## config.mk

```make
export PLATFORM = sky130hd
export DESIGN_NAME = mips_boot_loader
export DESIGN_NICKNAME = d
export VERILOG_FILES = /design/src/rtl/mips_boot_pkg.sv /design/src/rtl/mips_byte_assembler.sv /design/src/rtl/mips_boot_loader.sv
export SDC_FILE = /design/constraint.sdc
export NUM_CORES = 1
export LEC_CHECK = 0
export BUFFER_PORTS_ARGS = -buffer_cell sky130_fd_sc_hd__buf_4
export CAP_MARGIN = 25
export CORE_MARGIN = 3
export CORE_UTILIZATION = 37
export CTS_CLUSTER_SIZE = 40
export DETAILED_ROUTE_END_ITERATION = 10
export GPL_TIMING_DRIVEN = 0
export PLACE_DENSITY = 0.62
export SETUP_SLACK_MARGIN = 0.02
export SLEW_MARGIN = 20
export SYNTH_ARGS = -nofsm -noshare
export SYNTH_HDL_FRONTEND = slang
export SYNTH_SLANG_ARGS = --single-unit
export TNS_END_PERCENT = 20
```

## constraint.sdc

```tcl
create_clock -name clk -period 1.3 [get_ports clk]
set_input_delay 0.325 -clock clk [delete_from_list [all_inputs] [get_ports clk]]
set_output_delay 0.325 -clock clk [all_outputs]
set_load 0.05 [all_outputs]
```

## src/rtl/mips_boot_pkg.sv

```systemverilog
// mips_boot_pkg: shared state encoding and stream layout constants for the MIPS boot loader.
package mips_boot_pkg;
    typedef enum logic [2:0] {
        HDR  = 3'd0,
        LOAD = 3'd1,
        CHK  = 3'd2,
        DONE = 3'd3,
        ERR  = 3'd4
    } state_t;
    localparam int BYTES_PER_WORD = 4;
    // Header is one little-endian 32-bit word holding the image word count.
    localparam int HDR_CNT_LSB = 0;
    localparam int HDR_CNT_W   = 32;
endpackage

```

## src/rtl/mips_byte_assembler.sv

```systemverilog
// mips_byte_assembler: packs accepted bytes little-endian into 32-bit words,
// pulsing word_valid_o for one cycle after the fourth byte of each word.
module mips_byte_assembler
    import mips_boot_pkg::*;
(
    input  logic        clk_i,
    input  logic        rst_ni,
    input  logic        clr_i,
    input  logic        byte_en_i,
    input  logic [7:0]  byte_i,
    output logic        word_valid_o,
    output logic [31:0] word_o
);
    logic [$clog2(BYTES_PER_WORD)-1:0] cnt_q;
    logic [31:0] word_q;
    logic        vld_q;

    always_ff @(posedge clk_i or negedge rst_ni) begin
        if (!rst_ni) begin
            cnt_q  <= '0;
            word_q <= '0;
            vld_q  <= 1'b0;
        end else if (clr_i) begin
            cnt_q  <= '0;
            word_q <= '0;
            vld_q  <= 1'b0;
        end else begin
            vld_q <= byte_en_i && (&cnt_q);
            if (byte_en_i) begin
                cnt_q  <= cnt_q + 1'b1;
                word_q <= {byte_i, word_q[31:8]};
            end
        end
    end

    assign word_valid_o = vld_q;
    assign word_o       = word_q;
endmodule

```

## src/rtl/mips_boot_loader.sv

```systemverilog
// mips_boot_loader: loads a counted byte-stream image into instruction memory and holds
// the core in reset until done. Define MIPS_BOOT_CHECKSUM_EN for a trailing XOR checksum word.
module mips_boot_loader
    import mips_boot_pkg::*;
#(
    parameter int ADDR_WIDTH = 8,
    parameter int DATA_WIDTH = 32
) (
    input  logic                  clk,
    input  logic                  rst,
    input  logic                  byte_valid,
    input  logic [7:0]            byte_data,
    output logic                  byte_ready,
    input  logic                  reload,
    output logic                  imem_we,
    output logic [ADDR_WIDTH-1:0] imem_addr,
    output logic [DATA_WIDTH-1:0] imem_wdata,
    output logic                  core_rst,
    output logic                  load_done,
    output logic                  load_err
);
    localparam logic [32:0] MAX_WORDS = 33'(1) << ADDR_WIDTH;
`ifdef MIPS_BOOT_CHECKSUM_EN
    localparam state_t AFTER_LOAD = CHK;
`else
    localparam state_t AFTER_LOAD = DONE;
`endif

    state_t                state_q, state_d;
    logic [ADDR_WIDTH-1:0] idx_q, last_q;
    logic                  core_rst_q, done_q, err_q;
    logic                  word_valid, clr;
    logic [31:0]           word, hdr_cnt;
`ifdef MIPS_BOOT_CHECKSUM_EN
    logic [31:0]           csum_q;
`endif

    assign clr     = reload && (state_q == DONE || state_q == ERR);
    assign hdr_cnt = word[HDR_CNT_LSB +: HDR_CNT_W];

    mips_byte_assembler u_asm (
        .clk_i       (clk),
        .rst_ni      (rst),
        .clr_i       (clr),
        .byte_en_i   (byte_valid && byte_ready),
        .byte_i      (byte_data),
        .word_valid_o(word_valid),
        .word_o      (word)
    );

    always_ff @(posedge clk or negedge rst) begin
        if (!rst) begin
            state_q    <= HDR;
            core_rst_q <= 1'b1;
            done_q     <= 1'b0;
            err_q      <= 1'b0;
        end else begin
            state_q    <= state_d;
            core_rst_q <= state_d != DONE;
            done_q     <= state_d == DONE;
            err_q      <= state_d == ERR;
        end
    end

    always_comb begin
        state_d = state_q;
        unique case (state_q)
            HDR: if (word_valid)
                state_d = hdr_cnt == '0 ? AFTER_LOAD : ({1'b0, hdr_cnt} > MAX_WORDS ? ERR : LOAD);
            LOAD: if (word_valid && idx_q == last_q) state_d = AFTER_LOAD;
`ifdef MIPS_BOOT_CHECKSUM_EN
            CHK: if (word_valid) state_d = word == csum_q ? DONE : ERR;
`endif
            DONE, ERR: if (reload) state_d = HDR;
            default: state_d = HDR;
        endcase
    end

    always_comb begin
        byte_ready = rst && (state_q == HDR || state_q == LOAD || state_q == CHK);
        imem_we    = state_q == LOAD && word_valid;
    end

    // The word index wraps to 0 after a full MAX_WORDS image, so it is already clear for the next load.
    always_ff @(posedge clk or negedge rst) begin
        if (!rst) begin
            idx_q  <= '0;
            last_q <= '0;
`ifdef MIPS_BOOT_CHECKSUM_EN
            csum_q <= '0;
`endif
        end else begin
            if (clr) idx_q <= '0;
            else if (imem_we) idx_q <= idx_q + 1'b1;
            if (state_q == HDR && word_valid) last_q <= hdr_cnt[ADDR_WIDTH-1:0] - 1'b1;
`ifdef MIPS_BOOT_CHECKSUM_EN
            if (state_q == HDR && word_valid) csum_q <= hdr_cnt;
            else if (imem_we) csum_q <= csum_q ^ word;
`endif
        end
    end

    assign imem_addr  = idx_q;
    assign imem_wdata = word;
    assign core_rst   = core_rst_q;
    assign load_done  = done_q;
    assign load_err   = err_q;
endmodule

```

Word-level counts from Yosys, hierarchy flattened
Cells that the tools add are included.
- logic and storage cells: 50
- output and inout port bits: 45
- input bits: 12
- flip-flop bits (word level): 57
- equal/unequal tests: 8
- mux-type cells: 13
- reduce and logical (&&, ||, !) cells: 16
- order comparisons: 1
- $add $sub $neg: 3
- operators by type and width (kind ; count):
    2-to-1 mux 32 bit ; 2
    > comparator 32 x 9 -> 1 bit, second input constant ; 1
    zero test 32 bit ; 1
    2-to-1 mux 8 bit ; 2
    2-to-1 mux 3 bit ; 5
    == test 3 x 2 -> 1 bit, second input constant ; 3
    case mux 3 bit (3 select lines) ; 1
    adder 8 x 1 -> 8 bit, second input constant ; 1
    == test 8 bit ; 1
    subtractor 8 x 1 -> 8 bit, second input constant ; 1
    logical AND 1 bit ; 7
    == test 3 bit, second input constant ; 2
    2-to-1 mux 2 bit ; 2
    nonzero test 2 bit ; 2
    == test 3 x 1 -> 1 bit, second input constant ; 1
    zero test 3 bit ; 1
    logical OR 1 bit ; 3
    inequality test 3 x 2 -> 1 bit, second input constant ; 1
    adder 2 x 1 -> 2 bit, second input constant ; 1
    AND reduction 2 bit ; 1
    OR reduction 2 bit ; 1
    2-to-1 mux 1 bit ; 1

Longest topological paths before layout
Gate-level depths: netlist (run 1).
- word-level depth: 7
- mapped depth: 6
- gate-level depth less buffers: 6

Cells and area by module
Synthesis (run 1) repeated with hierarchy kept, for this count alone.
- cell total of the unflattened synthesis: 244
- area total of the unflattened synthesis: 2727.6 µm²
- by module, submodules not included (module ; cells an instance ; area an instance (µm²) ; times used ; sequential area each (µm²)):
    mips_byte_assembler ; 114 ; 1456.4 ; 1 ; 875.8
    mips_boot_loader ; 130 ; 1271.2 ; 1 ; 551.8

Worst setup path after synthesis (run 1)
Ideal clock, no wire load.
- path kind: register to register
- start point: register u_asm.word_q[4] (netlist: u_asm.word_o[4])
- end point: register done_q (netlist: load_done)
- library setup time: 0.065 ns
- arrival time: 1.513 ns
- cell stages (with the launch flop): 5
- required time: 1.235 ns
- path slack: -0.278 ns
- path through: dfrtp_1 nor4_4 nand3_2 nor4_4 or3_1
- word-level cells in the longest chain between the ends: 6
- elaborated cells on any way between the ends: 7
- classes of those cells: 1 x order compare; 1 x eq/ne; 4 x mux; 1 x reduce/logical
- RTL lines (element ; RTL line ; source):
    start, declared ; mips_byte_assembler.sv:15 ; logic [31:0] word_q;
    start signal, assigned ; mips_byte_assembler.sv:31 ; word_q <= {byte_i, word_q[31:8]};
    > comparator 32 x 9 -> 1 bit ; mips_boot_loader.sv:69 ; state_d = hdr_cnt == '0 ? AFTER_LOAD : ({1'b0, hdr_cnt} > MAX_WORDS ? ERR : LOAD);
    2-to-1 mux 3 bit ; mips_boot_loader.sv:69 ;
    2-to-1 mux 3 bit (*) ; mips_boot_loader.sv:69 ;
    2-to-1 mux 3 bit (*) ; mips_boot_loader.sv:68 ; HDR: if (word_valid)
    case mux 3 bit (3 select lines) (*) ; mips_boot_loader.sv:67 ; unique case (state_q)
    == test 3 x 2 -> 1 bit (*) ; mips_boot_loader.sv:60 ; done_q <= state_d == DONE;
    end signal, assigned ; mips_boot_loader.sv:55 ; done_q <= 1'b0;
    end signal, assigned ; mips_boot_loader.sv:60 ;
    end, declared ; mips_boot_loader.sv:31 ; logic core_rst_q, done_q, err_q;
Mark *: on every way between the ends. The rest lies on a longest branch, timed or not.
A chain may end at the register's enable or synchronous reset.

Worst setup path after layout (run 1)
- start point: register state_q[1]
- end point: output byte_ready
- word-level cells in the longest chain between the ends: 4
- elaborated cells on any way between the ends: 6
- classes of those cells: 2 x eq/ne; 4 x reduce/logical
- RTL lines (element ; RTL line ; source):
    start, declared ; mips_boot_loader.sv:29 ; state_t state_q, state_d;
    start signal, assigned ; mips_boot_loader.sv:58 ; state_q <= state_d;
    == test 3 x 1 -> 1 bit / zero test 3 bit (equally long branches) ; mips_boot_loader.sv:80 ; byte_ready = rst && (state_q == HDR || state_q == LOAD || state_q == CHK);
    logical OR 1 bit ; mips_boot_loader.sv:80 ;
    logical OR 1 bit (*) ; mips_boot_loader.sv:80 ;
    logical AND 1 bit (*) ; mips_boot_loader.sv:80 ;
    end, declared ; mips_boot_loader.sv:13 ; output logic byte_ready,
Marked as above.

==> results of run 1 <==
worst max path at each step:
stage	endpoint	cells past startpoint
after global placement	u_asm.word_o[1]	6
after floorplan	load_done	4
after CTS	imem_we	3
after global routing	byte_ready	4
final	byte_ready	4
after detailed placement	u_asm.word_o[22]	6
per-layer routing:
metal,vias to the layer above,wire [microns]
met4,0,109
li1,1169,-
met5,-,0
met1,1222,3490
met2,88,3950
met3,12,392
per-stage QoR:
stage          cells  setup TNS [ns]  total power, mW
2_1_floorplan    280           -1.39             7.10
3_3_place_gp     432          -26.31             8.70
5_1_grt          488          -13.49             13.3
4_1_cts          462           -4.16             11.3
6_report         488           -9.57             12.6
3_5_place_dp     432          -27.15             8.77
placed cells by master, fill, tap and decap left out, types with 9 or more instances in the layout:
| cell type | netlist | final |
|---|---|---|
| buf_4 | 0 | 34 |
| buf_6 | 1 | 52 |
| buf_8 | 0 | 16 |
| clkbuf_8 | 0 | 15 |
| dfrtp_1 | 56 | 19 |
| dfrtp_2 | 0 | 37 |
| nand2_1 | 76 | 72 |
| nor2_1 | 17 | 12 |
| o21ai_1 | 0 | 24 |
| o21ai_2 | 0 | 9 |
| xnor2_1 | 10 | 10 |
| xor2_1 | 10 | 10 |
logic make-up (layout without fill, tap and decap cells):
logic type / after synthesis / in the layout / share of synthesized area (%)
compound gates: 48 / 48 / 9.58
xor+xnor: 20 / 20 / 6.61
mux: 1 / 1 / 0.378
flops: 57 / 57 / 53.8
buf+inv: 17 / 129 / 3.21
simple gates: 133 / 133 / 24.5
fa+ha+maj: 4 / 4 / 1.89
state kept, by name, indices dropped and copies added (netlist names):
register and count:
u_asm.word_valid_o 1, load_done 1, u_asm.cnt_q 2, core_rst 1
u_asm.word_o 32, last_q 8, load_err 1, state_q 3
imem_addr 8
critical path, stage by stage, from the launching register on:
cell and delay (ns):
dfrtp_1 0.39, buf_6 0.14, nand2_4 0.08, and3_4 0.19, buf_8 0.14
report_power, final:
| group | leakage [nW] | internal [mW] | switching (mW) | total [mW] |
|---|---|---|---|---|
| clock network | 0.0911 | 0.784 | 0.739 | 1.52 |
| registers | 0.688 | 2.61 | 1.15 | 3.76 |
| logic | 1.17 | 3.22 | 4.15 | 7.37 |
repair_timing:
item	4_1_cts	5_1_grt
resized for setup	138	65
hold endpoints to repair	56	10
buffers inserted	11	22
gates cloned	3	3
pin swaps	16	10
setup endpoints to repair	98	97
cell type report:
cell class / instances / area (sq um) / share of cell area [%]
multi-input cells: 206 / 1400 / 31.7
well taps: 96 / 120 / 2.73
clock buffers: 11 / 151 / 3.44
repair buffers: 96 / 1050 / 23.8
inverters: 3 / 11.3 / 0.256
plain buffers: 14 / 174 / 3.95
flip-flops and latches: 57 / 1470 / 33.5
clock inverters: 5 / 30.0 / 0.682
==> metrics.cfg, run 1 <==
[logic_synthesis]
syn_area_sq_um=2650
synth_area_leaders=dfrtp_1, nand2_1, o21ai_0
seq_area_frac_synth_pct=53.8
synth_cell_type_count=35
syn_inst=280
async_reset_ff_share_pct=100
synth_edf_count=0
synth_top_area_share_pct=52.9
syn_nets=296
yosys.area.top_type=dfrtp_1
synthTopCellsByCount=nand2_1, dfrtp_1, o21ai_0
ys_seq_elements=57
yosys_warnings=0
yosysMostFrequentCell=nand2_1
syn_area_per_cell_sq_um=9.47
synthFlopType=dfrtp_1

[detailed_routing]
drc_errors=0
num_vias=2491
drtIter0Drc=75
postRouteAntennaNets=0
drt_pass1_iterations=4
via_per_inst=5.10
wl_per_cell_microns=16.3
wl_mm=7.95

[global_route]
first_global_vias=2406
grt_overflow=0
grt_max_degree=61
grt_pass1_wl_mm=11.9
use_met3_pct=4.25
met1_usage_pct=23.9
met2_usage_pct=29.1
grt_antenna_before_repair=0
grtUsageTotal_pct=18.3
busiest_layer=met2

[setup_path]
cp-end-kind=primary output
path_max_fanout=5
arrival_ns=1.28
ff2ff_path_depth=6
cp-startpoint=state_q[1]
reg2reg_slack_ns=-0.23
cp.required_ns=0.98
rr_endpoint=load_done
crit_type=reg2out
rr_startpoint=state_q[0]
cp-start-kind=flip-flop

[clocking]
cts-root-buf=clkbuf_8
cts_tree=built
htreeDepth=3
cts_buffers=9
cts_max_path_buffers=2
clkTransAtPathRegs_ns=0.06
clock-sinks=57
clock_latency_ns=0.34

[floorplan]
io_pins=57
die_x_microns=90.7
die_h_microns=90.7
die-area_sq_um=8220
rows=30
fp.coreArea_sq_um=6870
initial_core_util_pct=38.6

[sta]
maxSlewHeadroom_pct=67.0
drv_slew=0
post-route-period-util_pct=123
max_freq_mhz=623
rsz0062_at_grt=yes
post-route-min-period_ns=1.61
whs_ns=-0.0732
fin_skew_ns=0.00701
finalWorstSetupSlack_ns=-0.305
setup_violations=64
final_hold_viol_count=46
worst_pin_slew_ns=0.493

[layout]
postLayoutCoreUtil_pct=64.1
n_fill_cell=549
drive_above_1_share_pct=53.6
antenna_cells=0
area_growth_pct=66.1
nets=403
fin_area_sq_um=4400

[status]
run_status=finished with violations
violations=negative hold slack, negative setup slack

[place]
numPortBuffers=56
dp_hpwl_mm=4.67
place_congestion=0.821
pre_cts_ws_ns=-0.715
placed_cell_area_sq_um=3230

[pwr]
p_leak_nw=1.95
cellPowerDensity_nw_per_um2=2870
ir_drop_uv=1900

[worst_hold_path]
hold_class=in2async

[job]
drv_cap=0

Note: power is estimated with default switching activity, not from simulation.
==> inputs of run 2 (changes only) <==
--- a/config.mk
+++ b/config.mk
@@ -8,3 +8,3 @@
 export BUFFER_PORTS_ARGS = -buffer_cell sky130_fd_sc_hd__buf_4
-export CAP_MARGIN = 25
+export CAP_MARGIN = 20
 export CORE_MARGIN = 3
--- a/constraint.sdc
+++ b/constraint.sdc
@@ -3,2 +3,2 @@
 set_output_delay 0.325 -clock clk [all_outputs]
-set_load 0.05 [all_outputs]
+set_load 0.005 [all_outputs]
==> run 2 against run 1 <==
The run still ends with negative hold slack, negative setup slack left. Sequential share of layout area barely moved. Sequential power hardly changed. Core utilization is 0.78 points lower. Non-clock buffer count down 6. Fmax rose by 0.82%. Wire length up 1.7%. Final cell count down 1.2%. Clock power up 9.9%. Clock skew up 0.0024 ns. Global-route usage up 0.79 points. Critical path depth grew 1. Critical endpoint is now load_done. Largest power group unchanged.
==> metrics.cfg, run 2 (synthesis results as in run 1) <==
[setup_path]
arrival_ns=1.87  ; was 1.28 ns
path_max_fanout=4  ; was 5
crit_type=reg2reg  ; was reg2out
cp-end-kind=flip-flop  ; was primary output
cp-start-kind=flip-flop  ; unchanged
cp.required_ns=1.57  ; was 0.98 ns

[detailed_routing]
num_vias=2462  ; was 2491
drc_errors=0  ; unchanged
postRouteAntennaNets=0  ; unchanged
wl_mm=8.08  ; was 7.95 mm
drtIter0Drc=145  ; was 75
drt_pass1_iterations=4  ; unchanged
wl_per_cell_microns=16.8  ; was 16.3 microns
via_per_inst=5.11  ; was 5.10

[place]
dp_hpwl_mm=4.69  ; was 4.67 mm
pre_cts_ws_ns=-0.704  ; was -0.715 ns
place_congestion=0.796  ; was 0.821
numPortBuffers=56  ; unchanged

[layout]
area_growth_pct=64.1  ; was 66.1%
multi_input_area_sq_um=1440  ; was 1400 sq um
seq_area_sq_um=1460  ; was 1470 sq um
largest_register_ff_count=32  ; unchanged
n_fill_cell=549  ; unchanged
antenna_cells=0  ; unchanged
nets=397  ; was 403
drive_above_1_share_pct=53.6  ; about the same
final_common_cell=nand2_1  ; unchanged
final_cell_mix=nand2_1, buf_4, buf_6, dfrtp_1, o21ai_1  ; was nand2_1, buf_6, dfrtp_2, buf_4, o21ai_1

[clocking]
clkTransAtPathRegs_ns=0.07  ; was 0.06 ns
cts_max_path_buffers=2  ; unchanged
clock-sinks=57  ; unchanged
clock_latency_ns=0.34  ; about the same
htreeDepth=3  ; unchanged
cts-root-buf=clkbuf_8  ; unchanged
cts_buffers=9  ; unchanged
cts_tree=built  ; unchanged

[floorplan]
rows=30  ; unchanged
fp.coreArea_sq_um=6870  ; unchanged
io_pins=57  ; unchanged
die_x_microns=90.7  ; unchanged
initial_core_util_pct=38.6  ; unchanged
die_h_microns=90.7  ; unchanged
die-area_sq_um=8220  ; unchanged

[sta]
whs_ns=-0.0438  ; was -0.0732 ns
post-route-period-util_pct=122  ; was 123%
maxSlewHeadroom_pct=64.0  ; was 67.0%
worst_pin_slew_ns=0.541  ; was 0.493 ns
final_hold_viol_count=56  ; was 46
drv_slew=0  ; unchanged
setup_violations=61  ; was 64
max_freq_mhz=628  ; was 623 MHz
fin_skew_ns=0.00938  ; was 0.00701 ns
rsz0062_at_grt=yes  ; unchanged
finalWorstSetupSlack_ns=-0.292  ; was -0.305 ns
post-route-min-period_ns=1.59  ; was 1.61 ns

[status]
violations=negative hold slack, negative setup slack  ; unchanged
run_status=finished with violations  ; unchanged

[worst_hold_path]
hold_class=in2async  ; unchanged

[pwr]
p_leak_nw=1.99  ; was 1.95 nW
p_total_mw=10.2  ; was 12.6 mW
cellPowerDensity_nw_per_um2=2330  ; was 2870 nW/um^2
ir_drop_uv=1180  ; was 1900 uV

[global_route]
grtUsageTotal_pct=19.1  ; was 18.3%
grt_antenna_before_repair=0  ; unchanged
grt_max_degree=61  ; unchanged
grt_overflow=0  ; unchanged
grt_pass1_wl_mm=12.3  ; was 11.9 mm
first_global_vias=2379  ; was 2406

[job]
drv_cap=0  ; unchanged

-- run 2: timing repair --
item / in CTS / in global routing
cloned: 4 / 4
hold endpoints to repair: 56 / 39
gates resized for setup: 113 / 94
pin swaps: 17 / 13
setup buffers: 18 / 9
endpoints found under the setup margin: 70 / 90
-- run 2: layout make-up --
cell class	instances	share of cell area (%)
Clock inverter	6	1.32
Clock buffer	10	3.16
Inverter	3	0.374
Tap cell	96	2.76
Buffer	13	4.00
Multi-Input combinational cell	206	33.0
Sequential cell	57	33.5
Timing Repair Buffer	91	21.9
-- run 2: per-stage QoR --
| stage | utilization (%) | std cells | TNS (ns) | instance area, sq um |
|---|---|---|---|---|
| floorplan | - | 280 | -0.0161 | 2660 |
| global placement | 46.6 | 432 | -26.21 | 3200 |
| detailed placement | 46.6 | 432 | -27.22 | 3200 |
| CTS | 56.8 | 469 | -3.74 | 3900 |
| global route | 63.3 | 482 | -11.17 | 4350 |
| finish | 63.3 | 482 | -6.89 | 4350 |
-- run 2: layer usage --
metal	vias up	track usage [%]	part of all wire (%)	wire length, microns
met5	-	0	0	0
met4	0	5.48	1.3	103
met3	11	6.25	5.9	473
met2	84	30.3	50	4080
met1	1209	24.9	42	3430
li1	1158	-	-	-
-- run 2: critical path, stage by stage (launching register included) --
cell and delay, ns:
dfrtp_1 0.44, nor4_1 0.36, nand4_1 0.18, buf_6 0.17
nor4_4 0.24, or3_1 0.14
-- run 2: path summary, 6_finish.rpt --
check,start,endpoint,slack (ns),cells after the start
max,u_asm.word_o[18],load_done,-0.29,5
max reg2reg,u_asm.word_o[18],load_done,-0.29,5
max in group asynchronous,rst,u_asm.word_o[4],0.94,1
min reg2reg,last_q[7],last_q[7],0.50,2
min in group clk,byte_data[6],u_asm.word_o[30],0.18,3
min,rst,u_asm.word_o[25],-0.04,1
-- run 2: report_power, final --
part | internal [mW] | switching (mW) | total, mW
registers | 2.57 | 1.18 | 3.74
clock network | 0.923 | 0.750 | 1.67
logic | 2.73 | 2.01 | 4.74
total | 6.22 | 3.93 | 10.2
==> inputs of run 3 (changes only) <==
SYNTH_HIERARCHICAL = 1   (was not set)
==> run 3 against run 2 <==
Die area is 2.7% higher. Sequential share of layout area increased by 2.4 points. Clock skew is 0.00064 ns higher. Largest power group is now sequential cells. Clock power rose by 13%. The run still ends with negative hold slack, negative setup slack left.
==> metrics.cfg, run 3 <==
[status]
run_status=finished with violations  ; unchanged
violations=negative hold slack, negative setup slack  ; unchanged

[place]
numPortBuffers=56  ; unchanged
place_congestion=0.789  ; was 0.796
placed_cell_area_sq_um=3280  ; was 3200 sq um
numPlacedInstances=396  ; was 432
dp_hpwl_mm=4.43  ; was 4.69 mm
pre_cts_ws_ns=-0.924  ; was -0.704 ns

[setup_path]
critical-path-top-delay-family=flip-flops  ; was simple AND/OR/NAND/NOR gates
worstPathCellList=buf_6 > a211oi_2 > and2_4 > buf_12 > clkbuf_16 > mux2i_1 > nor2_1  ; was nor4_1 > nand4_1 > buf_6 > nor4_4 > or3_1
cp-start-kind=flip-flop  ; unchanged
arrival_ns=1.86  ; was 1.87 ns
max_stage_delay_ns=0.46  ; was 0.44 ns
cp-end-kind=flip-flop  ; unchanged
crit_type=reg2reg  ; unchanged
cp.required_ns=1.52  ; was 1.57 ns
worst_path_max_delay_cell=dfrtp_2  ; was dfrtp_1
path_max_fanout=7  ; was 4
path_buf_inv=3  ; was 1

[clocking]
cts_tree=built  ; unchanged
clkTransAtPathRegs_ns=0.06  ; was 0.07 ns
htreeDepth=3  ; unchanged
cts-root-buf=clkbuf_8  ; unchanged
clock-sinks=57  ; unchanged
clock_latency_ns=0.34  ; about the same
cts_buffers=9  ; unchanged
cts_max_path_buffers=2  ; unchanged

[sta]
post-route-period-util_pct=126  ; was 122%
drv_slew=0  ; unchanged
max_freq_mhz=609  ; was 628 MHz
rsz0062_at_grt=yes  ; unchanged
tns_ns=-12.60  ; was -6.89 ns
finalWorstSetupSlack_ns=-0.342  ; was -0.292 ns
fin_skew_ns=0.0100  ; was 0.00938 ns
post-route-min-period_ns=1.64  ; was 1.59 ns
maxSlewHeadroom_pct=71.2  ; was 64.0%
final_hold_viol_count=56  ; unchanged
whs_ns=-0.0923  ; was -0.0438 ns
worst_pin_slew_ns=0.432  ; was 0.541 ns
setup_violations=62  ; was 61

[layout]
fin_area_sq_um=4050  ; was 4350 sq um
nets=349  ; was 397
antenna_cells=0  ; unchanged
area_growth_pct=48.5  ; was 64.1%
final_cell_mix=nor2_1, buf_4, buf_6, mux2i_1, dfrtp_1  ; was nand2_1, buf_4, buf_6, dfrtp_1, o21ai_1
instances_no_fill=434  ; was 482
postLayoutCoreUtil_pct=58.0  ; was 63.3%
drive_above_1_share_pct=44.4  ; was 53.6%
largest_register_ff_count=32  ; unchanged
final_common_cell=nor2_1  ; was nand2_1

[logic_synthesis]
synth_top_area_share_pct=51.4  ; was 52.9%
synth_area_leaders=dfrtp_1, mux2i_1, nor2_1  ; was dfrtp_1, nand2_1, o21ai_0
syn_inst=244  ; was 280
yosysMostFrequentCell=dfrtp_1  ; was nand2_1
synth_edf_count=0  ; unchanged
synthFlopType=dfrtp_1  ; unchanged
yosys.area.top_type=dfrtp_1  ; unchanged
async_reset_ff_share_pct=100  ; unchanged
syn_area_sq_um=2730  ; was 2650 sq um
yosys_warnings=6  ; was 0
syn_area_per_cell_sq_um=11.2  ; was 9.47 sq um
ys_seq_elements=57  ; unchanged
synth_cell_type_count=38  ; was 35
syn_nets=260  ; was 296
synthTopCellsByCount=dfrtp_1, nor2_1, mux2i_1  ; was nand2_1, dfrtp_1, o21ai_0
seq_area_frac_synth_pct=52.3  ; was 53.8%

[floorplan]
die-area_sq_um=8440  ; was 8220 sq um
die_x_microns=91.9  ; was 90.7 microns
fp.coreArea_sq_um=6980  ; was 6870 sq um
die_h_microns=91.9  ; was 90.7 microns
initial_core_util_pct=39.1  ; was 38.6%
rows=30  ; unchanged
io_pins=57  ; unchanged

[global_route]
grt_antenna_before_repair=0  ; unchanged
grt_pass1_wl_mm=10.3  ; was 12.3 mm
grt_max_degree=59  ; was 61
grt_overflow=0  ; unchanged
grtUsageTotal_pct=15.8  ; was 19.1%
first_global_vias=2037  ; was 2379

[detailed_routing]
highest_layer=met4  ; unchanged
drt_pass1_iterations=4  ; unchanged
wl_mm=6.77  ; was 8.08 mm
drtIter0Drc=69  ; was 145
met1_length_mm=2.82  ; was 3.43 mm
num_vias=2150  ; was 2462
postRouteAntennaNets=0  ; unchanged
wl_per_cell_microns=15.6  ; was 16.8 microns
via_per_inst=4.95  ; was 5.11
wl_met3_microns=427  ; was 473 microns
drc_errors=0  ; unchanged
dr_wl_met2_mm=3.41  ; was 4.08 mm

[pwr]
ir_drop_uv=1050  ; was 1180 uV
cellPowerDensity_nw_per_um2=2110  ; was 2330 nW/um^2
p_leak_nw=1.85  ; was 1.99 nW
p_total_mw=8.53  ; was 10.2 mW

[worst_hold_path]
hold_class=in2async  ; unchanged

[job]
drv_cap=0  ; unchanged

run 3: worst paths after layout:
kind                              start                to  slack [ns]  cells after the start
setup / recovery             state_q[2]   u_asm/word_o[4]       -0.34                      7
hold / removal                      rst      imem_addr[5]       -0.09                      1
setup reg to reg             state_q[2]   u_asm/word_o[4]       -0.34                      7
hold reg to reg               last_q[0]         last_q[0]        0.50                      2
max in group asynchronous           rst   u_asm/word_o[5]        1.05                      1
min in group clk           byte_data[4]  u_asm/word_o[28]        0.23                      3
run 3: cells by family after synthesis:
family / Yosys count / share of synthesized area [%]
adder cells (fa/ha/maj): 4 / 1.83
AO/OA/AOI/OAI: 17 / 3.85
multiplexers: 34 / 12.5
buffers and inverters: 14 / 4.54
flip-flops: 57 / 52.3
XOR/XNOR: 21 / 6.74
AND/OR/NAND/NOR: 97 / 18.2
run 3: routing by layer:
layer / vias to the layer above / GRT usage [%]
met1: 1053 / 18.8
li1: 1018 / -
met2: 66 / 26.3
met5: - / 0
met3: 13 / 6.48
met4: 0 / 4.58
run 3: layout make-up:
type	count	area, sq um
buffer	11	165
tap	96	120
multi-input combinational	173	1300
clock inverter	4	75.1
inverter	3	11.3
sequential	57	1460
timing repair buffer	78	767
clock buffer	12	155
fill	606	2930
run 3: power breakdown:
group          internal, mW  switching, mW  total, mW  leakage [nW]
sequential             2.47          0.946       3.42         0.693
combinational          1.97           1.26       3.24          1.04
clock                  1.18          0.697       1.88         0.109
run 3: timing repair:
item	in CTS	in global routing
setup endpoints to repair	69	86
buffers inserted	5	14
pin swaps	5	12
gates cloned	0	3
gates resized for setup	31	57
endpoints found under the hold margin	56	56
